<file path="config.mk">
export PLATFORM = sky130hd
export DESIGN_NAME = shift_operand_decoder
export DESIGN_NICKNAME = d
export VERILOG_FILES = /design/src/rtl/shift_operand_decoder.sv
export SDC_FILE = /design/constraint.sdc
export NUM_CORES = 1
export LEC_CHECK = 0
export ABC_AREA = 1
export BUFFER_PORTS_ARGS = -buffer_cell sky130_fd_sc_hd__buf_2
export CAP_MARGIN = 20
export CORE_UTILIZATION = 50
export CTS_CLUSTER_DIAMETER = 120
export DETAILED_ROUTE_END_ITERATION = 16
export PLACE_DENSITY = 0.85
export SLEW_MARGIN = 30
export SYNTH_ARGS = -nofsm -noshare
export SYNTH_HDL_FRONTEND = slang
export SYNTH_SLANG_ARGS = --single-unit
</file>
<file path="constraint.sdc">
create_clock -name clk -period 2.7 [get_ports clk]
set_input_delay 0 -clock clk [delete_from_list [all_inputs] [get_ports clk]]
set_output_delay 0 -clock clk [all_outputs]
set_load 0.01 [all_outputs]
</file>
<file path="src/rtl/shift_operand_decoder.sv">
// rtl/shift_operand_decoder.sv - ARM data-processing shifter-operand decoder
//
// Decodes the shifter operand of an ARM data-processing instruction into the
// operands of a barrel shifter. It fetches Rm and, for register shifts, Rs
// through a one-cycle-latency register-file read port.
//
// Ports:
//   clk, rst_n             clock, asynchronous active-low reset
//   in_valid/in_ready      instruction handshake (instr, cpsr_c)
//   rf_rd_en/rf_addr       register-file read request
//   rf_rdata               read data, valid the cycle after rf_rd_en
//   out_valid/out_ready    operand handshake
//   Shift_Data/Shift_Num   operand to shift / shift amount
//   SHIFT_OP               {type[1:0], register/rotate-form bit}
//   Carry_flag             C flag captured at acceptance
//
// Build option: SHIFT_DEC_RS_BYPASS_EN - a register shift whose Rs equals Rm
// reuses the Rm read data as the shift amount and skips the Rs read.

module shift_operand_decoder (
    input  logic        clk,
    input  logic        rst_n,
    input  logic        in_valid,
    output logic        in_ready,
    input  logic [31:0] instr,
    input  logic        cpsr_c,
    output logic        rf_rd_en,
    output logic [3:0]  rf_addr,
    input  logic [31:0] rf_rdata,
    output logic        out_valid,
    input  logic        out_ready,
    output logic [31:0] Shift_Data,
    output logic [7:0]  Shift_Num,
    output logic [2:0]  SHIFT_OP,
    output logic        Carry_flag
);

    typedef enum logic [2:0] {
        IDLE  = 3'd0,
        RD_RM = 3'd1,
        WT_RM = 3'd2,
        WT_RS = 3'd3,
        OUT   = 3'd4
    } state_t;

    state_t      state_q, state_d;
    logic        out_valid_q, out_valid_d;
    logic        rf_rd_en_q, rf_rd_en_d;
    logic [3:0]  rf_addr_q, rf_addr_d;
    logic [31:0] shift_data_q, shift_data_d;
    logic [7:0]  shift_num_q, shift_num_d;
    logic [2:0]  shift_op_q, shift_op_d;
    logic        carry_q, carry_d;
    // Only the instruction fields still needed after acceptance are kept.
    logic [3:0]  rs_addr_q, rs_addr_d;
    logic        reg_shift_q, reg_shift_d;
    logic        rs_bypass_q, rs_bypass_d;

    logic        in_fire;
    logic        rs_same_as_rm;

    // Condition, opcode, S and Rn/Rd fields play no part in the operand.
    logic        unused_instr_bits;
    assign unused_instr_bits = ^{instr[31:26], instr[24:12]};

    assign in_fire = in_valid && (state_q == IDLE);

`ifdef SHIFT_DEC_RS_BYPASS_EN
    assign rs_same_as_rm = (instr[11:8] == instr[3:0]);
`else
    assign rs_same_as_rm = 1'b0;
`endif

    always_comb begin
        state_d      = state_q;
        out_valid_d  = out_valid_q;
        rf_rd_en_d   = 1'b0;
        rf_addr_d    = rf_addr_q;
        shift_data_d = shift_data_q;
        shift_num_d  = shift_num_q;
        shift_op_d   = shift_op_q;
        carry_d      = carry_q;
        rs_addr_d    = rs_addr_q;
        reg_shift_d  = reg_shift_q;
        rs_bypass_d  = rs_bypass_q;

        case (state_q)
            IDLE: begin
                if (in_fire) begin
                    carry_d     = cpsr_c;
                    rs_addr_d   = instr[11:8];
                    reg_shift_d = instr[4];
                    rs_bypass_d = instr[4] && rs_same_as_rm;
                    if (instr[25]) begin
                        // Rotated 8-bit immediate: rotate amount is 2*rot.
                        shift_data_d = {24'b0, instr[7:0]};
                        shift_num_d  = {3'b0, instr[11:8], 1'b0};
                        shift_op_d   = 3'b111;
                        out_valid_d  = 1'b1;
                        state_d      = OUT;
                    end else begin
                        shift_op_d  = {instr[6:5], instr[4]};
                        shift_num_d = instr[4] ? 8'h00 : {3'b0, instr[11:7]};
                        rf_rd_en_d  = 1'b1;
                        rf_addr_d   = instr[3:0];
                        state_d     = RD_RM;
                    end
                end
            end
            RD_RM: begin
                // Issue the Rs read so its data arrives during WT_RS.
                if (reg_shift_q && !rs_bypass_q) begin
                    rf_rd_en_d = 1'b1;
                    rf_addr_d  = rs_addr_q;
                end
                state_d = WT_RM;
            end
            WT_RM: begin
                shift_data_d = rf_rdata;
                if (reg_shift_q && !rs_bypass_q) begin
                    state_d = WT_RS;
                end else begin
                    if (rs_bypass_q) begin
                        shift_num_d = rf_rdata[7:0];
                    end
                    out_valid_d = 1'b1;
                    state_d     = OUT;
                end
            end
            WT_RS: begin
                shift_num_d = rf_rdata[7:0];
                out_valid_d = 1'b1;
                state_d     = OUT;
            end
            OUT: begin
                if (out_ready) begin
                    out_valid_d = 1'b0;
                    state_d     = IDLE;
                end
            end
            default: begin
                out_valid_d = 1'b0;
                state_d     = IDLE;
            end
        endcase
    end

    always_ff @(posedge clk or negedge rst_n) begin
        if (!rst_n) begin
            state_q      <= IDLE;
            out_valid_q  <= 1'b0;
            rf_rd_en_q   <= 1'b0;
            rf_addr_q    <= 4'h0;
            shift_data_q <= 32'h0;
            shift_num_q  <= 8'h0;
            shift_op_q   <= 3'b000;
            carry_q      <= 1'b0;
            rs_addr_q    <= 4'h0;
            reg_shift_q  <= 1'b0;
            rs_bypass_q  <= 1'b0;
        end else begin
            state_q      <= state_d;
            out_valid_q  <= out_valid_d;
            rf_rd_en_q   <= rf_rd_en_d;
            rf_addr_q    <= rf_addr_d;
            shift_data_q <= shift_data_d;
            shift_num_q  <= shift_num_d;
            shift_op_q   <= shift_op_d;
            carry_q      <= carry_d;
            rs_addr_q    <= rs_addr_d;
            reg_shift_q  <= reg_shift_d;
            rs_bypass_q  <= rs_bypass_d;
        end
    end

    assign in_ready   = (state_q == IDLE);
    assign out_valid  = out_valid_q;
    assign rf_rd_en   = rf_rd_en_q;
    assign rf_addr    = rf_addr_q;
    assign Shift_Data = shift_data_q;
    assign Shift_Num  = shift_num_q;
    assign SHIFT_OP   = shift_op_q;
    assign Carry_flag = carry_q;

endmodule
</file>
==> run_results.csv <==
group,metric,value,unit
yosys,synth_nets,378,
place,portBuffers,100,
yosys,syn_inst,309,
sta,slew_viol_final,0,
sta,finalSetupTns,0,ps
layout,area_delta_synth_final,42.70,%
worst_setup_path,timing.rr.start,"state_q[1]",
layout,diodes,0,
drt,avgViaCountPerCell,5.069,
worst_setup_path,arrival,2230,ps
global_route,grt_pass1_wl,11.30,mm
cts,clk_pin_slew,70,ps
die,die_x,73.94,um
cts,cts_root_buffer,"clkbuf_8",
worst_setup_path,worstSetupPathType,"flop to flop",
worst_hold_path,holdPathEnd,"SHIFT_OP[1]",
pwr,vdd_drop_max,510.8,uV
die,initial_utilization,0.5337,
pwr,powerDensity,1011,nW/um2
worst_setup_path,worst-path-max-fanout,32,
cts,clk_latency,320,ps
sta,holdWs,4.710,ps
drt,drt_wl_total,7.019,mm
worst_hold_path,whs_path_depth,3,
sta,timing.slew.headroom,0.5306,
yosys,synth-seq-area-share,0.5609,
die,coreArea,4848,um2
drt,wl_per_cell,13.52,um
global_route,grt_pass1_vias,2434,
layout,layout.nets,516,
yosys,syn_avg_cell_area,8.374,um2
place,globalplace.congestion,0.8431,
layout,fill_cells,347,
layout,finish.utilization,0.7615,
cts,cts_inserted_buffers,9,
pwr,p_leak,2.143,nW
sta,worstMarginPinSlew,703.3,ps
die,die_h,73.94,um
cts,post_cts_buffers,0,
outcome,outcome,"finished clean",
worst_setup_path,r2r_end,"Shift_Data[11]",
worst_hold_path,hp-class,"primary input to flop",
cts,clockBufferDepth,2,
die,die-area,5466,um2
global_route,grt_max_degree,34,
place,place_hpwl,4.466,mm
global_route,gr-usage-all-layers,0.2769,
yosys,synth_seq_cells,58,
drt,dr.pass1.iters,6,
worst_hold_path,hp-start,"instr[5]",
place,pre_cts_ws,767.1,ps
sta,hold_violations,0,
cts,clock-sinks,58,
yosys,syn_area,2587,um2
layout,drive_above_1_share,0.2920,
global_route,grt_remaining_overflow,0,
drt,antenna_left,0,
sta,rsz0062_at_grt,"no",
place,placed_cell_area,3128,um2
drt,drc,0,
cts,cts_tree,"yes",
yosys,synth_cell_types,17,
worst_setup_path,startpoint,"state_q[1]",
layout,design_area,3692,um2
sta,setup_viol,0,
yosys,ys_warn_count,0,
worst_setup_path,endpoint_kind,"flop",
drt,dr_total_vias,2631,
worst_setup_path,cp-start-kind,"flop",
sta,fin_ws,727.9,ps
global_route,antenna_found_initial,0,
flow_run,drv_cap,0,
die,io_pins,120,
die,num_rows,25,
sta,fin_crit,1972,ps
worst_setup_path,ff2ff_path_depth,6,
sta,fin_crit_sh,0.7304,
sta,clock_skew,5.325,ps
layout,final_common_cell,"nand2_1",
worst_setup_path,rrSetupSlack,730,ps
layout,layout_common_cells,"nand2_1, buf_2, dfrtp_1",
cts,htree_num_levels,3,
sta,clock.fmax,507.1,MHz
cts,cts-resized-gates,0,
worst_setup_path,crit_required,2960,ps
drt,drt_iter0_drc,144,
through the flow:
stage                     total power, mW  cells
after CTS                           3.743    519
after global placement              2.815    466
final                               3.734    519
after detailed placement            2.884    467
after global routing                4.018    519
after floorplan                     2.365    309
metal layers:
layer,share of wire,GRT usage,up-vias
li1,-,-,1259
met1,0.43,0.3543,1212
met2,0.48,0.4475,129
met3,0.058,0.05827,31
met4,0.040,0.1410,0
met5,0,0,-
power breakdown:
part | internal [mW] | leakage [nW] | switching (mW)
clock | 0.471 | 0.105 | 0.334
sequential | 1.23 | 0.747 | 0.199
combinational | 0.564 | 1.29 | 0.936
total | 2.26 | 2.14 | 1.47
synthesized netlist by cell type:
| cell | number | area share |
|---|---|---|
| inv_1 | 21 | 0.030 |
| nand3_2 | 1 | 0.0039 |
| nor2_4 | 2 | 0.0087 |
| nand3_1 | 44 | 0.085 |
| nand4_1 | 1 | 0.0024 |
| nor2_1 | 5 | 0.0073 |
| nand2_2 | 5 | 0.012 |
| nand2_4 | 1 | 0.0044 |
| o21ai_0 | 28 | 0.054 |
| nand2_1 | 125 | 0.18 |
| a21oi_1 | 2 | 0.0039 |
| nor2_8 | 1 | 0.0077 |
| buf_4 | 3 | 0.0087 |
| buf_2 | 6 | 0.012 |
| buf_6 | 3 | 0.013 |
| inv_2 | 3 | 0.0044 |
| dfrtp_1 | 58 | 0.56 |
sequential cells by signal, summed over array words and instances, names as in the netlist:
name	cells
rf_addr	4
out_valid	1
Shift_Data	32
rf_rd_en	1
Shift_Num	8
state_q	3
reg_shift_q	1
SHIFT_OP	3
rs_addr_q	4
Carry_flag	1
what timing repair did:
item | CTS | global route
hold endpoints to repair | 54 | 0
endpoints found under the setup margin | 0 | 0
hold buffers | 36 | 0
area by class of cell:
class                   count  area [um2]  area share
clock buffers              11       151.4     0.04100
clock inverters             5       52.55     0.01423
inverters                  24       90.09     0.02440
multi-input cells         215       959.7      0.2599
flip-flops and latches     58        1451      0.3931
well taps                  67       83.83     0.02270
repair buffers            139       903.4      0.2447
worst max-delay path, cell delays in order, from the launching register on:
cell,delay (ps)
dfrtp_1,410
inv_2,80
nor2_4,110
nand2_2,350
inv_1,680
nand2_1,140
nand2_1,110
cells by family after synthesis:
kind of cell           count (synthesis)  share of synthesized area
and+or+nand+nor                      185                     0.3129
DFF                                   58                     0.5609
buffers and inverters                 36                    0.06818
AOI/OAI and AO/OA                     30                    0.05803
worst max path at each step:
stage | to | slack (ps) | cells past startpoint
CTS | Shift_Data[28] | 750 | 6
detailed placement | Shift_Data[28] | 770 | 6
floorplan | Shift_Data[2] | 1440 | 7
global route | Shift_Data[19] | 560 | 6
finish | Shift_Data[11] | 730 | 6
global placement | Shift_Data[30] | 840 | 6
(Power assumes the default switching activity.)
